File: src/rtl/hand_pkg.sv
// Shared constants, types and helpers for the poker hand evaluator.
package hand_pkg;

    localparam int NUM_SUITS = 4;
    localparam int NUM_RANKS = 13;

    localparam logic [3:0] RANK_ACE     = 4'd0;
    localparam logic [3:0] VAL_ACE_HIGH = 4'd13;

    localparam logic [3:0] CAT_HIGH     = 4'd0;
    localparam logic [3:0] CAT_PAIR     = 4'd1;
    localparam logic [3:0] CAT_TWO_PAIR = 4'd2;
    localparam logic [3:0] CAT_TRIPS    = 4'd3;
    localparam logic [3:0] CAT_STRAIGHT = 4'd4;
    localparam logic [3:0] CAT_FLUSH    = 4'd5;
    localparam logic [3:0] CAT_FULL     = 4'd6;
    localparam logic [3:0] CAT_QUADS    = 4'd7;
    localparam logic [3:0] CAT_SFLUSH   = 4'd8;
    localparam logic [3:0] CAT_ROYAL    = 4'd9;

    typedef enum logic [1:0] {
        ST_LOAD,
        ST_EVAL,
        ST_DONE
    } state_e;

    typedef struct packed {
        logic [3:0]                k;
        logic [3:0]                run;
        logic [3:0]                str;
        logic [3:0]                sf;
        logic [NUM_SUITS-1:0][3:0] srun;
        logic [NUM_SUITS-1:0][3:0] fhi;
        logic [3:0]                quad;
        logic [3:0]                trip;
        logic [3:0]                trip2;
        logic [3:0]                pair;
        logic [3:0]                pair2;
        logic [3:0]                high;
    } scan_t;

    function automatic logic [3:0] rank_to_val(input logic [3:0] rank);
        return (rank == RANK_ACE) ? VAL_ACE_HIGH : rank;
    endfunction

endpackage

File: src/rtl/hand_accum.sv
// Card collector: per-suit rank masks, card count and sticky hand error.
module hand_accum
    import hand_pkg::*;
#(
    parameter int CW = 3
) (
    input  logic                                clk,
    input  logic                                rst_n,
    input  logic                                clear_i,
    input  logic                                accept_i,
    input  logic [3:0]                          rank_i,
    input  logic [1:0]                          suit_i,
    output logic [NUM_SUITS-1:0][NUM_RANKS-1:0] masks_o,
    output logic [CW-1:0]                       count_o,
    output logic                                err_o
);

    logic [NUM_SUITS-1:0][NUM_RANKS-1:0] masks_q, masks_d;
    logic [CW-1:0] count_q;
    logic          err_q;
    logic          illegal;
    logic          dup;

    assign illegal = (rank_i > 4'd12);
    assign dup     = !illegal && masks_q[suit_i][rank_i];

    always_comb begin
        masks_d = masks_q;
        if (!illegal && !dup) begin
            masks_d[suit_i][rank_i] = 1'b1;
        end
    end

    // Bad cards still count toward the hand so its length stays fixed.
    always_ff @(posedge clk) begin
        if (!rst_n || clear_i) begin
            masks_q <= '0;
            count_q <= '0;
            err_q   <= 1'b0;
        end else if (accept_i) begin
            masks_q <= masks_d;
            count_q <= count_q + CW'(1);
            err_q   <= err_q | illegal | dup;
        end
    end

    assign masks_o = masks_q;
    assign count_o = count_q;
    assign err_o   = err_q;

endmodule

File: src/rtl/hand_eval_seq.sv
// Sequential poker hand evaluator: load cards, scan 14 rank positions,
// then hold the registered category/top result until it is taken.
module hand_eval_seq
    import hand_pkg::*;
#(
    parameter int NUM_CARDS   = 5,
    parameter int HOLD_ON_ERR = 1
) (
    input  logic       clk,
    input  logic       rst_n,
    input  logic       in_valid,
    output logic       in_ready,
    input  logic [3:0] in_rank,
    input  logic [1:0] in_suit,
    output logic       out_valid,
    input  logic       out_ready,
    output logic [3:0] out_cat,
    output logic [3:0] out_top,
    output logic [7:0] out_score,
    output logic       out_err
);

    localparam int CW = $clog2(NUM_CARDS + 1);

    state_e state_q, state_d;
    scan_t  scan_q, scan_d;

    logic       out_valid_q, out_valid_d;
    logic       out_err_q, out_err_d;
    logic [3:0] out_cat_q, out_cat_d;
    logic [3:0] out_top_q, out_top_d;

    logic                                accept, clear, last;
    logic [NUM_SUITS-1:0][NUM_RANKS-1:0] masks;
    logic [CW-1:0]                       count;
    logic                                hand_err;

    logic [3:0]           pos_rank, pos_val;
    logic [NUM_SUITS-1:0] pres;
    logic [2:0]           mult;
    logic                 flush;
    logic [3:0]           flush_top, res_cat, res_top;

    assign in_ready = (state_q == ST_LOAD);
    assign accept   = in_valid && in_ready;
    assign last     = (count == CW'(NUM_CARDS - 1));

    hand_accum #(.CW(CW)) u_accum (
        .clk      (clk),
        .rst_n    (rst_n),
        .clear_i  (clear),
        .accept_i (accept),
        .rank_i   (in_rank),
        .suit_i   (in_suit),
        .masks_o  (masks),
        .count_o  (count),
        .err_o    (hand_err)
    );

    // Position 13 re-reads the ace so it can close an ace-high run.
    assign pos_rank = (scan_q.k == VAL_ACE_HIGH) ? RANK_ACE : scan_q.k;
    assign pos_val  = rank_to_val(pos_rank);

    always_comb begin
        for (int s = 0; s < NUM_SUITS; s++) begin
            pres[s] = masks[s][pos_rank];
        end
    end

    assign mult = 3'($countones(pres));

    always_comb begin
        flush     = 1'b0;
        flush_top = '0;
        for (int s = NUM_SUITS - 1; s >= 0; s--) begin
            if ($countones(masks[s]) >= 5) begin
                flush     = 1'b1;
                flush_top = scan_q.fhi[s];
            end
        end
        res_cat = CAT_HIGH;
        res_top = scan_q.high;
        if (hand_err) begin
            res_top = '0;
        end else if (scan_q.sf == VAL_ACE_HIGH) begin
            res_cat = CAT_ROYAL;
            res_top = scan_q.sf;
        end else if (scan_q.sf != '0) begin
            res_cat = CAT_SFLUSH;
            res_top = scan_q.sf;
        end else if (scan_q.quad != '0) begin
            res_cat = CAT_QUADS;
            res_top = scan_q.quad;
        end else if (scan_q.trip != '0 &&
                     (scan_q.pair != '0 || scan_q.trip2 != '0)) begin
            res_cat = CAT_FULL;
            res_top = scan_q.trip;
        end else if (flush) begin
            res_cat = CAT_FLUSH;
            res_top = flush_top;
        end else if (scan_q.str != '0) begin
            res_cat = CAT_STRAIGHT;
            res_top = scan_q.str;
        end else if (scan_q.trip != '0) begin
            res_cat = CAT_TRIPS;
            res_top = scan_q.trip;
        end else if (scan_q.pair2 != '0) begin
            res_cat = CAT_TWO_PAIR;
            res_top = scan_q.pair;
        end else if (scan_q.pair != '0) begin
            res_cat = CAT_PAIR;
            res_top = scan_q.pair;
        end
    end

    always_comb begin
        state_d     = state_q;
        scan_d      = scan_q;
        clear       = 1'b0;
        out_valid_d = out_valid_q;
        out_err_d   = out_err_q;
        out_cat_d   = out_cat_q;
        out_top_d   = out_top_q;
        unique case (state_q)
            ST_LOAD: begin
                scan_d = '0;
                if (accept && last) begin
                    state_d = ST_EVAL;
                end
            end
            ST_EVAL: begin
                scan_d.k   = scan_q.k + 4'd1;
                scan_d.run = (|pres) ? scan_q.run + 4'd1 : 4'd0;
                if (scan_d.run >= 4'd5) begin
                    scan_d.str = scan_q.k;
                end
                for (int s = 0; s < NUM_SUITS; s++) begin
                    scan_d.srun[s] = pres[s] ? scan_q.srun[s] + 4'd1 : 4'd0;
                    if (scan_d.srun[s] >= 4'd5) begin
                        scan_d.sf = scan_q.k;
                    end
                end
                // Ascending scan: the latest hit is always the highest.
                if (scan_q.k != 4'd0) begin
                    unique case (mult)
                        3'd4: scan_d.quad = pos_val;
                        3'd3: begin
                            scan_d.trip2 = scan_q.trip;
                            scan_d.trip  = pos_val;
                        end
                        3'd2: begin
                            scan_d.pair2 = scan_q.pair;
                            scan_d.pair  = pos_val;
                        end
                        default: ;
                    endcase
                    if (|pres) begin
                        scan_d.high = pos_val;
                    end
                    for (int s = 0; s < NUM_SUITS; s++) begin
                        if (pres[s]) begin
                            scan_d.fhi[s] = pos_val;
                        end
                    end
                end
                if (scan_q.k == VAL_ACE_HIGH) begin
                    if (hand_err && HOLD_ON_ERR == 0) begin
                        state_d = ST_LOAD;
                        clear   = 1'b1;
                    end else begin
                        state_d = ST_DONE;
                    end
                end
            end
            ST_DONE: begin
                if (!out_valid_q) begin
                    out_valid_d = 1'b1;
                    out_err_d   = hand_err;
                    out_cat_d   = res_cat;
                    out_top_d   = res_top;
                end else if (out_ready) begin
                    out_valid_d = 1'b0;
                    state_d     = ST_LOAD;
                    clear       = 1'b1;
                end
            end
            default: state_d = ST_LOAD;
        endcase
    end

    always_ff @(posedge clk) begin
        if (!rst_n) begin
            state_q     <= ST_LOAD;
            scan_q      <= '0;
            out_valid_q <= 1'b0;
            out_err_q   <= 1'b0;
            out_cat_q   <= '0;
            out_top_q   <= '0;
        end else begin
            state_q     <= state_d;
            scan_q      <= scan_d;
            out_valid_q <= out_valid_d;
            out_err_q   <= out_err_d;
            out_cat_q   <= out_cat_d;
            out_top_q   <= out_top_d;
        end
    end

    assign out_valid = out_valid_q;
    assign out_err   = out_err_q;
    assign out_cat   = out_cat_q;
    assign out_top   = out_top_q;
    assign out_score = {out_cat_q, out_top_q};

endmodule
File: config.mk
export PLATFORM = sky130hd
export DESIGN_NAME = hand_eval_seq
export DESIGN_NICKNAME = d
export VERILOG_FILES = /design/src/rtl/hand_pkg.sv /design/src/rtl/hand_accum.sv /design/src/rtl/hand_eval_seq.sv
export SDC_FILE = /design/constraint.sdc
export NUM_CORES = 1
export LEC_CHECK = 0
export CAP_MARGIN = 10
export CORE_MARGIN = 5
export CORE_UTILIZATION = 30
export DETAILED_ROUTE_END_ITERATION = 10
export GPL_TIMING_DRIVEN = 0
export SLEW_MARGIN = 0
export SYNTH_ARGS = -nofsm -noshare
export SYNTH_HDL_FRONTEND = slang
export SYNTH_SLANG_ARGS = --single-unit
File: constraint.sdc
create_clock -name clk -period 7.1 [get_ports clk]
set_input_delay 1.42 -clock clk [delete_from_list [all_inputs] [get_ports clk]]
set_output_delay 1.42 -clock clk [all_outputs]
set_load 0.03 [all_outputs]
# Word-level counts from Yosys, hierarchy flattened
# Cells that the tools add are included.
[totals]
ff_bits = 140
in_bits = 10
wordCells = 242
[op_classes]
add_sub_neg = 58
order_cmp = 15
n_eq_ne = 23
muxes = 76
bitwise_logic = 4
reduce_logical = 37
[ops]
columns = ["cell", "count"]
rows = [
  ["one-hot mux 72 bit (2 select lines)", 1],
  ["two-way mux 4 bit", 35],
  ["adder 1 x 1 -> 2 bit", 26],
  ["bitwise OR 52 bit", 1],
  ["two-way mux 40 bit", 1],
  ["adder 2 x 2 -> 3 bit", 13],
  ["nonzero test 4 bit", 8],
  ["binary-select mux 13 bit (select 2 bit)", 1],
  ["demux 13 bit (select 2 bit)", 1],
  ["two-way mux 13 bit", 2],
  ["adder 4 x 1 -> 4 bit, second input constant", 6],
  ["AND reduction 3 bit", 8],
  ["adder 4 x 4 -> 5 bit", 4],
  ["binary-select mux 1 bit (select 4 bit)", 5],
  [">= comparator 4 x 3 -> 1 bit, second input constant", 5],
  [">= comparator 5 x 3 -> 1 bit, second input constant", 4],
  ["!= test 2 bit, second input constant", 10],
  ["adder 3 x 1 -> 4 bit", 4],
  ["adder 3 x 3 -> 4 bit", 4],
  ["two-way mux 1 bit", 16],
  ["two-way mux 8 bit", 2],
  ["two-way mux 2 bit", 6],
  ["two-way mux 3 bit", 4],
  ["less-than comparator 4 x 5 -> 1 bit, second input constant", 2],
  ["other kinds (25)", 44],
]

# Longest topological paths before layout
# Gate-level depths: netlist of the first run.
[logic_depth]
ltp_word = 15
depth_mapped = 19

# By module
# Synthesis of the first run repeated with hierarchy kept, for this count alone.
[hier_totals]
cells_unflattened = 991
area_unflattened_um2 = 8712.1
[by_module_without_submodules]
columns = ["module", "instances", "cells_per_inst", "area_each_um2", "seq_area_each_um2"]
rows = [
  ["hand_eval_seq", 1, 768, 6243.5, 1681.6],
  ["hand_accum", 1, 223, 2468.6, 1121.1],
]

# Worst setup path before layout of the first run
# OpenSTA, ideal clock, no wires.
[synth_path]
path_kind = "reg2reg"
startpoint = "reg u_accum.masks_q (netlist bit u_accum.masks_o[13])"
endpoint = "reg out_top_q[0], in the netlist out_top[0]"
setup_ns = 0.120
arrival_time_ns = 4.607
required_ns = 6.980
setup_slack_ns = 2.373
path_stages_with_launch = 16
path_buffers = 0
cell_sequence = "dfxtp_1 -> fa_1 -> inv_1 -> fa_1 -> fa_1 -> fa_1 -> fa_1 -> inv_1 -> fa_1 -> nand2b_1 -> a221o_1 -> a221o_1 -> or2_2 -> a21o_1 -> a211oi_1 -> nor2_1"
[synth_via]
elab_chain_len = 13
elab_cells_between_ends = 15
[synth_lines]
columns = ["item", "line_no", "text"]
rows = [
  ["start: declaration", "hand_accum.sv:18", "logic [NUM_SUITS-1:0][NUM_RANKS-1:0] masks_q, masks_d;"],
  ["start signal: assignment", "hand_accum.sv:41", "masks_q <= masks_d;"],
  ["adder 1 x 1 -> 2 bit (implied by the code) *", "hand_eval_seq.sv:76", "if ($countones(masks[s]) >= 5) begin"],
  ["adder 2 x 2 -> 3 bit (implied by the code) *", "hand_eval_seq.sv:76", ""],
  ["adder 3 x 3 -> 4 bit (implied by the code) *", "hand_eval_seq.sv:76", ""],
  ["adder 4 x 4 -> 5 bit (implied by the code) *", "hand_eval_seq.sv:76", ""],
  [">= comparator 5 x 3 -> 1 bit *", "hand_eval_seq.sv:76", ""],
  ["two-way mux 4 bit / two-way mux 1 bit (equally long branches) (2 in series)", "hand_eval_seq.sv:76", ""],
  ["two-way mux 4 bit *", "hand_eval_seq.sv:98", "end else if (flush) begin"],
  ["two-way mux 4 bit *", "hand_eval_seq.sv:94", "end else if (scan_q.trip != '0 &&"],
  ["two-way mux 4 bit *", "hand_eval_seq.sv:91", "end else if (scan_q.quad != '0) begin"],
  ["two-way mux 4 bit *", "hand_eval_seq.sv:88", "end else if (scan_q.sf != '0) begin"],
  ["two-way mux 4 bit *", "hand_eval_seq.sv:85", "end else if (scan_q.sf == VAL_ACE_HIGH) begin"],
  ["two-way mux 4 bit *", "hand_eval_seq.sv:83", "if (hand_err) begin"],
  ["end signal: assignment", "hand_eval_seq.sv:205", "out_top_q <= out_top_d;"],
  ["end: declaration", "hand_eval_seq.sv:31", "logic [3:0] out_top_q, out_top_d;"],
]
# Every way passes the cells marked *; elsewhere a longest branch is shown, timed or not.
# A chain may end at the register's enable or synchronous reset.

# Worst setup path in the final report of the first run
[layout_path]
startpoint = "reg u_accum.masks_q (netlist bit u_accum.masks_o[39])"
endpoint = "reg out_cat_q[1], in the netlist out_cat[1]"
[layout_via]
elab_chain_len = 15
[layout_lines]
columns = ["item", "line_no", "text"]
rows = [
  ["adder 1 x 1 -> 2 bit (implied by the code)", "hand_eval_seq.sv:76", ""],
  ["adder 2 x 2 -> 3 bit (implied by the code)", "hand_eval_seq.sv:76", ""],
  ["adder 3 x 3 -> 4 bit (implied by the code)", "hand_eval_seq.sv:76", ""],
  ["adder 4 x 4 -> 5 bit (implied by the code)", "hand_eval_seq.sv:76", ""],
  [">= comparator 5 x 3 -> 1 bit", "hand_eval_seq.sv:76", ""],
  ["two-way mux 1 bit (4 in series)", "hand_eval_seq.sv:76", ""],
  ["two-way mux 3 bit", "hand_eval_seq.sv:98", ""],
  ["two-way mux 3 bit", "hand_eval_seq.sv:94", ""],
  ["two-way mux 3 bit", "hand_eval_seq.sv:91", ""],
  ["two-way mux 4 bit", "hand_eval_seq.sv:88", ""],
  ["two-way mux 4 bit", "hand_eval_seq.sv:85", ""],
  ["two-way mux 4 bit", "hand_eval_seq.sv:83", ""],
  ["end signal: assignment", "hand_eval_seq.sv:204", "out_cat_q <= out_cat_d;"],
  ["end: declaration", "hand_eval_seq.sv:30", "logic [3:0] out_cat_q, out_cat_d;"],
]
# Every way passes these cells.

==> impl_metrics.yaml, run 1 <==
timing:
  maxSlewViolCount: 0
  hold_viol: 0
  skew_ns: 0.0179
  tightest_slew_ns: 1.19
  min_period_ns: 5.50
  fin_tns_setup_ns: 0
  rsz0062_at_grt: "false"
  max_freq_ghz: 0.182
  finalSetupViolations: 0
  post-route-period-util_pct: 77.4
  slew_headroom_pct: 20.2
setup_path:
  arrival_ns: 5.86
  crit_top_cell: "fa_1"
  crit_type: "flop to flop"
  start_kind: "flop"
  critPathSlowestCell: "nor4_1"
  crit_chain: "inv_1 > fa_1 > fa_1 > fa_1 > fa_1 > fa_1 > inv_1 > fa_1 > nand2b_1 > a221o_1 > clkbuf_1 > nor4_1 > o211a_1 > o21ai_0 > a21oi_1"
  cp.required_ns: 7.46
  critPathMaxStageDelay_ns: 0.72
  worstPathMaxFanout: 9
  crit_path_end_kind: "flop"
final_layout:
  drive_gt1_share_pct: 8.51
  multiInputGateArea_um2: 4860
  final_common_cell: "dfxtp_1"
  most-common-layout-cells: "dfxtp_1, inv_1, nand2_1"
  n_antenna_cell: 0
  fill_cells: 2833
  nNetsFinal: 1066
  seq_area_um2: 2800
  syn_to_final_growth_pct: 15.2
logic_synthesis:
  ys_ff_latch: 140
  synth_largest_area_cell: "dfxtp_1"
  synth-main-ff-cell: "dfxtp_1"
  async_flop_share_pct: 0
  ys_types: 63
  netlist.area_leader.share_pct: 33.9
  syn_avg_cell_area_um2: 8.65
  syn_area_um2: 8260
  synth_edf_count: 0
  seq_area_frac_synth_pct: 33.9
  synthCells: 955
  synthesis.nets: 1023
  yosys_warnings: 0
  synth_area_leaders: "dfxtp_1, fa_1, a21oi_1, inv_1, nand2_1"
status:
  status: "completed"
cts:
  cts_tree: "yes"
  cts-root-buf: "clkbuf_16"
  cts_setup_buffers: 0
  numCtsBuffers: 17
  cts_resized: 0
  cts_hold_buffers: 0
  clk_pin_slew_worst_paths_ns: 0.07
  clk_path_buf_depth: 2
  clk_latency_ns: 0.43
  clock-sinks: 140
  htree_levels: 4
grt:
  grtUsageTotal_pct: 15.7
  grt_first_pass_wirelength_um: 38700
  grt_overflow_total: 0
  grt_max_degree: 17
  first_global_vias: 6876
  antenna_found_initial: 0
route:
  drt-wirelength-per-cell_um: 18.0
  ant_nets: 0
  drt-initial-drc-count: 679
  drc_errors: 0
  vias: 7370
  drt_pass1_iterations: 5
  finalWirelength_um: 24300
  routed_via_density: 5.45
floorplan:
  die_x_um: 176
  fp-row-count: 60
  initial_core_util_pct: 30.6
  placeableCoreArea_um2: 27000
  die-height_um: 176
  io_pins: 29
  die-area_um2: 31000
power_and_ir_drop:
  power_w: 0.00177
  power.share.switching_pct: 25.4
  p_int_w: 0.00132
  pwr-share-seq_pct: 44.8
  powerDensity_nw_per_um2: 186
  power_switching_w: 0.000448
  clkPwrFrac_pct: 50.8
  peakVddDrop_uv: 181
  leakage_nw: 3.68
  combPwrFrac_pct: 4.4
placement:
  dp_hpwl_um: 18500
  place_congestion: 0.913
  port_buffers: 23
run:
  drv_cap: 0
min_path:
  hold_class: "flop to flop"
[critical path: cells and delay by family (launching register included)]
kind | cells | cell delay (ns)
adder cells (fa/ha/maj) | 6 | 2.79
AND/OR/NAND/NOR | 2 | 0.87
AO/OA/AOI/OAI | 4 | 0.87
flip-flops | 1 | 0.45
buffers and inverters | 3 | 0.45
[path summary, 6_finish.rpt]
| kind | start | to | slack, ns | depth (start not counted) |
|---|---|---|---|---|
| min | scan_q[15]$_SDFFE_PN0P_ | scan_q[15]$_SDFFE_PN0P_ | 0.45 | 2 |
| max | u_accum.masks_o[39]$_SDFFE_PP0P_ | out_cat[1]$_SDFFE_PN0P_ | 1.60 | 15 |
| min reg2reg | scan_q[15]$_SDFFE_PN0P_ | scan_q[15]$_SDFFE_PN0P_ | 0.45 | 2 |
| max reg2reg | u_accum.masks_o[39]$_SDFFE_PP0P_ | out_cat[1]$_SDFFE_PN0P_ | 1.60 | 15 |
[synth_stat cells, drive strengths merged (7+ instances only)]
cell type / count
nand2b: 12
nor2: 80
buf: 24
a21oi: 79
o21ai: 51
mux4: 18
mux2i: 32
inv: 91
clkbuf: 30
a211oi: 15
ha: 25
a22oi: 10
nor2b: 13
a21o: 9
fa: 33
nand2: 92
nor3: 13
nand3: 48
dfxtp: 140
or3: 7
o22ai: 42
a31oi: 9
[metrics by stage]
stage	setup slack [ns]	hold WS [ns]	cells	cell area, um^2	util, %
6_report	1.60	0.450	1352	9520	35.2
3_3_place_gp	1.64	0.434	1319	8920	33.0
3_5_place_dp	1.64	0.444	1319	8920	33.0
4_1_cts	1.63	0.450	1351	9510	35.2
2_1_floorplan	2.37	0.426	955	8260	-
5_1_grt	1.31	0.472	1352	9520	35.2
[state kept, by name (all words and copies together) (netlist names)]
signal / count
out_cat: 4
u_accum.err_o: 1
out_top: 4
state_q: 2
scan_q: 72
u_accum.count_o: 3
out_valid: 1
out_err: 1
u_accum.masks_o: 52
[area by class of cell]
type	count	share of cell area (%)
Timing Repair Buffer	24	2.47
Clock buffer	18	4.61
Tap cell	341	4.48
Buffer	54	2.77
Multi-Input combinational cell	670	51.0
Inverter	91	3.59
Sequential cell	140	29.5
Clock inverter	14	1.59
[cell families (layout without fill, tap and decap cells)]
family | count (synthesis) | after routing | synth area share, %
buffers and inverters | 145 | 201 | 7.33
xor gates and xnor gates | 5 | 5 | 0.530
muxes | 55 | 55 | 9.69
AOI/OAI and AO/OA | 261 | 261 | 20.1
adders and majority gates | 58 | 58 | 11.8
DFF | 140 | 140 | 33.9
and+or+nand+nor | 291 | 291 | 16.6
[power groups by stage]
stage	Combinational, W	Clock [W]	Sequential (W)
floorplan	0.0000515	0	0.000809
finish	0.0000773	0.000898	0.000793
detailed placement	0.0000759	0	0.000810
global route	0.0000835	0.000939	0.000793
CTS	0.0000762	0.000911	0.000793
global placement	0.0000759	0	0.000810
[per-layer routing]
metal | global-route usage [%] | part of all wire [%]
met4 | 4.61 | 2.5
met1 | 21.4 | 44
met5 | 0 | 0
met3 | 2.83 | 7.1
met2 | 25.6 | 46
Power figures use the tool's default switching activity.
==> run 2, diff against run 1 <==
==> constraint.sdc (replaced) <==
create_clock -name clk -period 5.3 [get_ports clk]
set_input_delay 1.06 -clock clk [delete_from_list [all_inputs] [get_ports clk]]
set_output_delay 1.06 -clock clk [all_outputs]
set_load 0.03 [all_outputs]
==> run 2 against run 1 <==
Critical path depth unchanged. Non-clock buffer count decreased by 1. First-iteration DRC count increased by 1.2%. Largest cell class unchanged. Highest routed layer unchanged.
==> impl_metrics.yaml, run 2 (synthesis gave the netlist of run 1 again) <==
status:
  status: "completed"
setup_path:
  crit_path_end_kind: "flop"
  crit_type: "flop to flop"
  cp.required_ns: 5.61
  critPathSlowestCell: "fa_1"
  crit_chain: "fa_1 > inv_1 > fa_1 > fa_1 > fa_1 > fa_1 > inv_2 > fa_1 > nand2b_4 > a221o_1 > a221o_2 > or2_2 > a21o_1 > a211oi_1 > nor2_1"
  worstPathMaxFanout: 4
  critPathMaxStageDelay_ns: 0.61
  start_kind: "flop"
  crit_top_cell: "fa_1"
  arrival_ns: 5.47
final_layout:
  largest_reg_flops: 72
  syn_to_final_growth_pct: 15.7
  nNetsFinal: 1065
  n_antenna_cell: 0
  final_cells: 1351
  most-common-layout-cells: "dfxtp_1, inv_1, nand2_1"
  final_common_cell: "dfxtp_1"
  regMostFlops: "scan_q"
  fill_cells: 2826
  drive_gt1_share_pct: 9.50
grt:
  grt_max_degree: 17
  grt_overflow_total: 0
  grt_first_pass_wirelength_um: 38700
  first_global_vias: 6871
  grtUsageTotal_pct: 15.7
  antenna_found_initial: 0
timing:
  min_period_ns: 5.15
  max_freq_ghz: 0.194
  rsz0062_at_grt: "true"
  hold_viol: 0
  skew_ns: 0.0143
  maxSlewViolCount: 0
  post-route-period-util_pct: 97.2
  slew_headroom_pct: 19.8
  tightest_slew_ns: 1.19
  fin_tns_setup_ns: 0
  finalSetupViolations: 0
  whs_ns: 0.451
placement:
  port_buffers: 23
  dpl.cell_count: 1319
  dp_hpwl_um: 18500
  place_congestion: 0.913
power_and_ir_drop:
  leakage_nw: 3.69
  peakVddDrop_uv: 242
  powerDensity_nw_per_um2: 248
run:
  drv_cap: 0
cts:
  clk_latency_ns: 0.43
  htree_levels: 4
  numCtsBuffers: 17
  clock-sinks: 140
  clk_path_buf_depth: 2
  cts_tree: "yes"
  cts_setup_buffers: 0
  cts-root-buf: "clkbuf_16"
  clk_pin_slew_worst_paths_ns: 0.07
floorplan:
  die-height_um: 176
  fp-row-count: 60
  die_x_um: 176
  initial_core_util_pct: 30.6
  die-area_um2: 31000
  placeableCoreArea_um2: 27000
  io_pins: 29
route:
  drc_errors: 0
  finalWirelength_um: 24400
  drt-wirelength-per-cell_um: 18.1
  ant_nets: 0
  drt_pass1_iterations: 5
  vias: 7376
  drt-initial-drc-count: 687
  routed_via_density: 5.46
min_path:
  hold_class: "flop to flop"
## run 2: through the flow
stage	total power, W	cell area, um^2	util [%]	worst slack, ns
6_report	0.00237	9560	35.4	0.148
5_1_grt	0.00243	9560	35.4	-0.0127
4_1_cts	0.00238	9520	35.2	0.0574
3_5_place_dp	0.00119	8920	33.0	-0.155
3_3_place_gp	0.00119	8920	33.0	-0.158
2_1_floorplan	0.00115	8260	-	0.573
## run 2: worst max-delay path, delay by kind of cell, from the launching register on
family / cells / cell delay, ns
flops: 1 / 0.34
fa+ha+maj: 6 / 2.86
buf+inv: 2 / 0.14
simple gates: 3 / 0.57
compound gates: 4 / 1.14
## run 2: report_power, final
group	internal, W	switching [W]	leakage (nW)
clock	0.000679	0.000522	0.291
sequential	0.00106	0.00000504	1.13
combinational	0.0000323	0.0000722	2.27
total	0.00177	0.000599	3.69
## run 2: worst paths after layout
path                                                       start                      end  slack [ns]  cells after the start
worst min-delay path                      scan_q[5]$_SDFFE_PN0P_   scan_q[5]$_SDFFE_PN0P_        0.45                      2
worst min register to register            scan_q[5]$_SDFFE_PN0P_   scan_q[5]$_SDFFE_PN0P_        0.45                      2
worst max-delay path            u_accum.masks_o[14]$_SDFFE_PP0P_  out_top[2]$_SDFFE_PN0P_        0.15                     15
worst max register to register  u_accum.masks_o[14]$_SDFFE_PP0P_  out_top[2]$_SDFFE_PN0P_        0.15                     15
## run 2: layout make-up
| class | instances | area (um^2) | share of cell area, % |
|---|---|---|---|
| multi-input cells | 670 | 4900 | 51.3 |
| flip-flops and latches | 140 | 2810 | 29.3 |
| clock buffers | 18 | 439 | 4.59 |
| well taps | 341 | 427 | 4.46 |
| inverters | 91 | 342 | 3.57 |
| plain buffers | 53 | 260 | 2.72 |
| repair buffers | 24 | 235 | 2.46 |
| clock inverters | 14 | 151 | 1.58 |
## run 2: routing by layer
layer / up-vias / track usage, % / part of all wire (%)
li1: 3488 / - / -
met1: 3573 / 21.4 / 44
met2: 282 / 25.6 / 47
met3: 33 / 2.83 / 7.0
met4: 0 / 4.61 / 2.0
met5: - / 0 / 0
## run 2: repair_timing
action,in CTS,in global routing
cloned,0,0
setup endpoints to repair,6,15
hold buffers,0,0
gates resized for setup,2,12
pin swaps,0,7
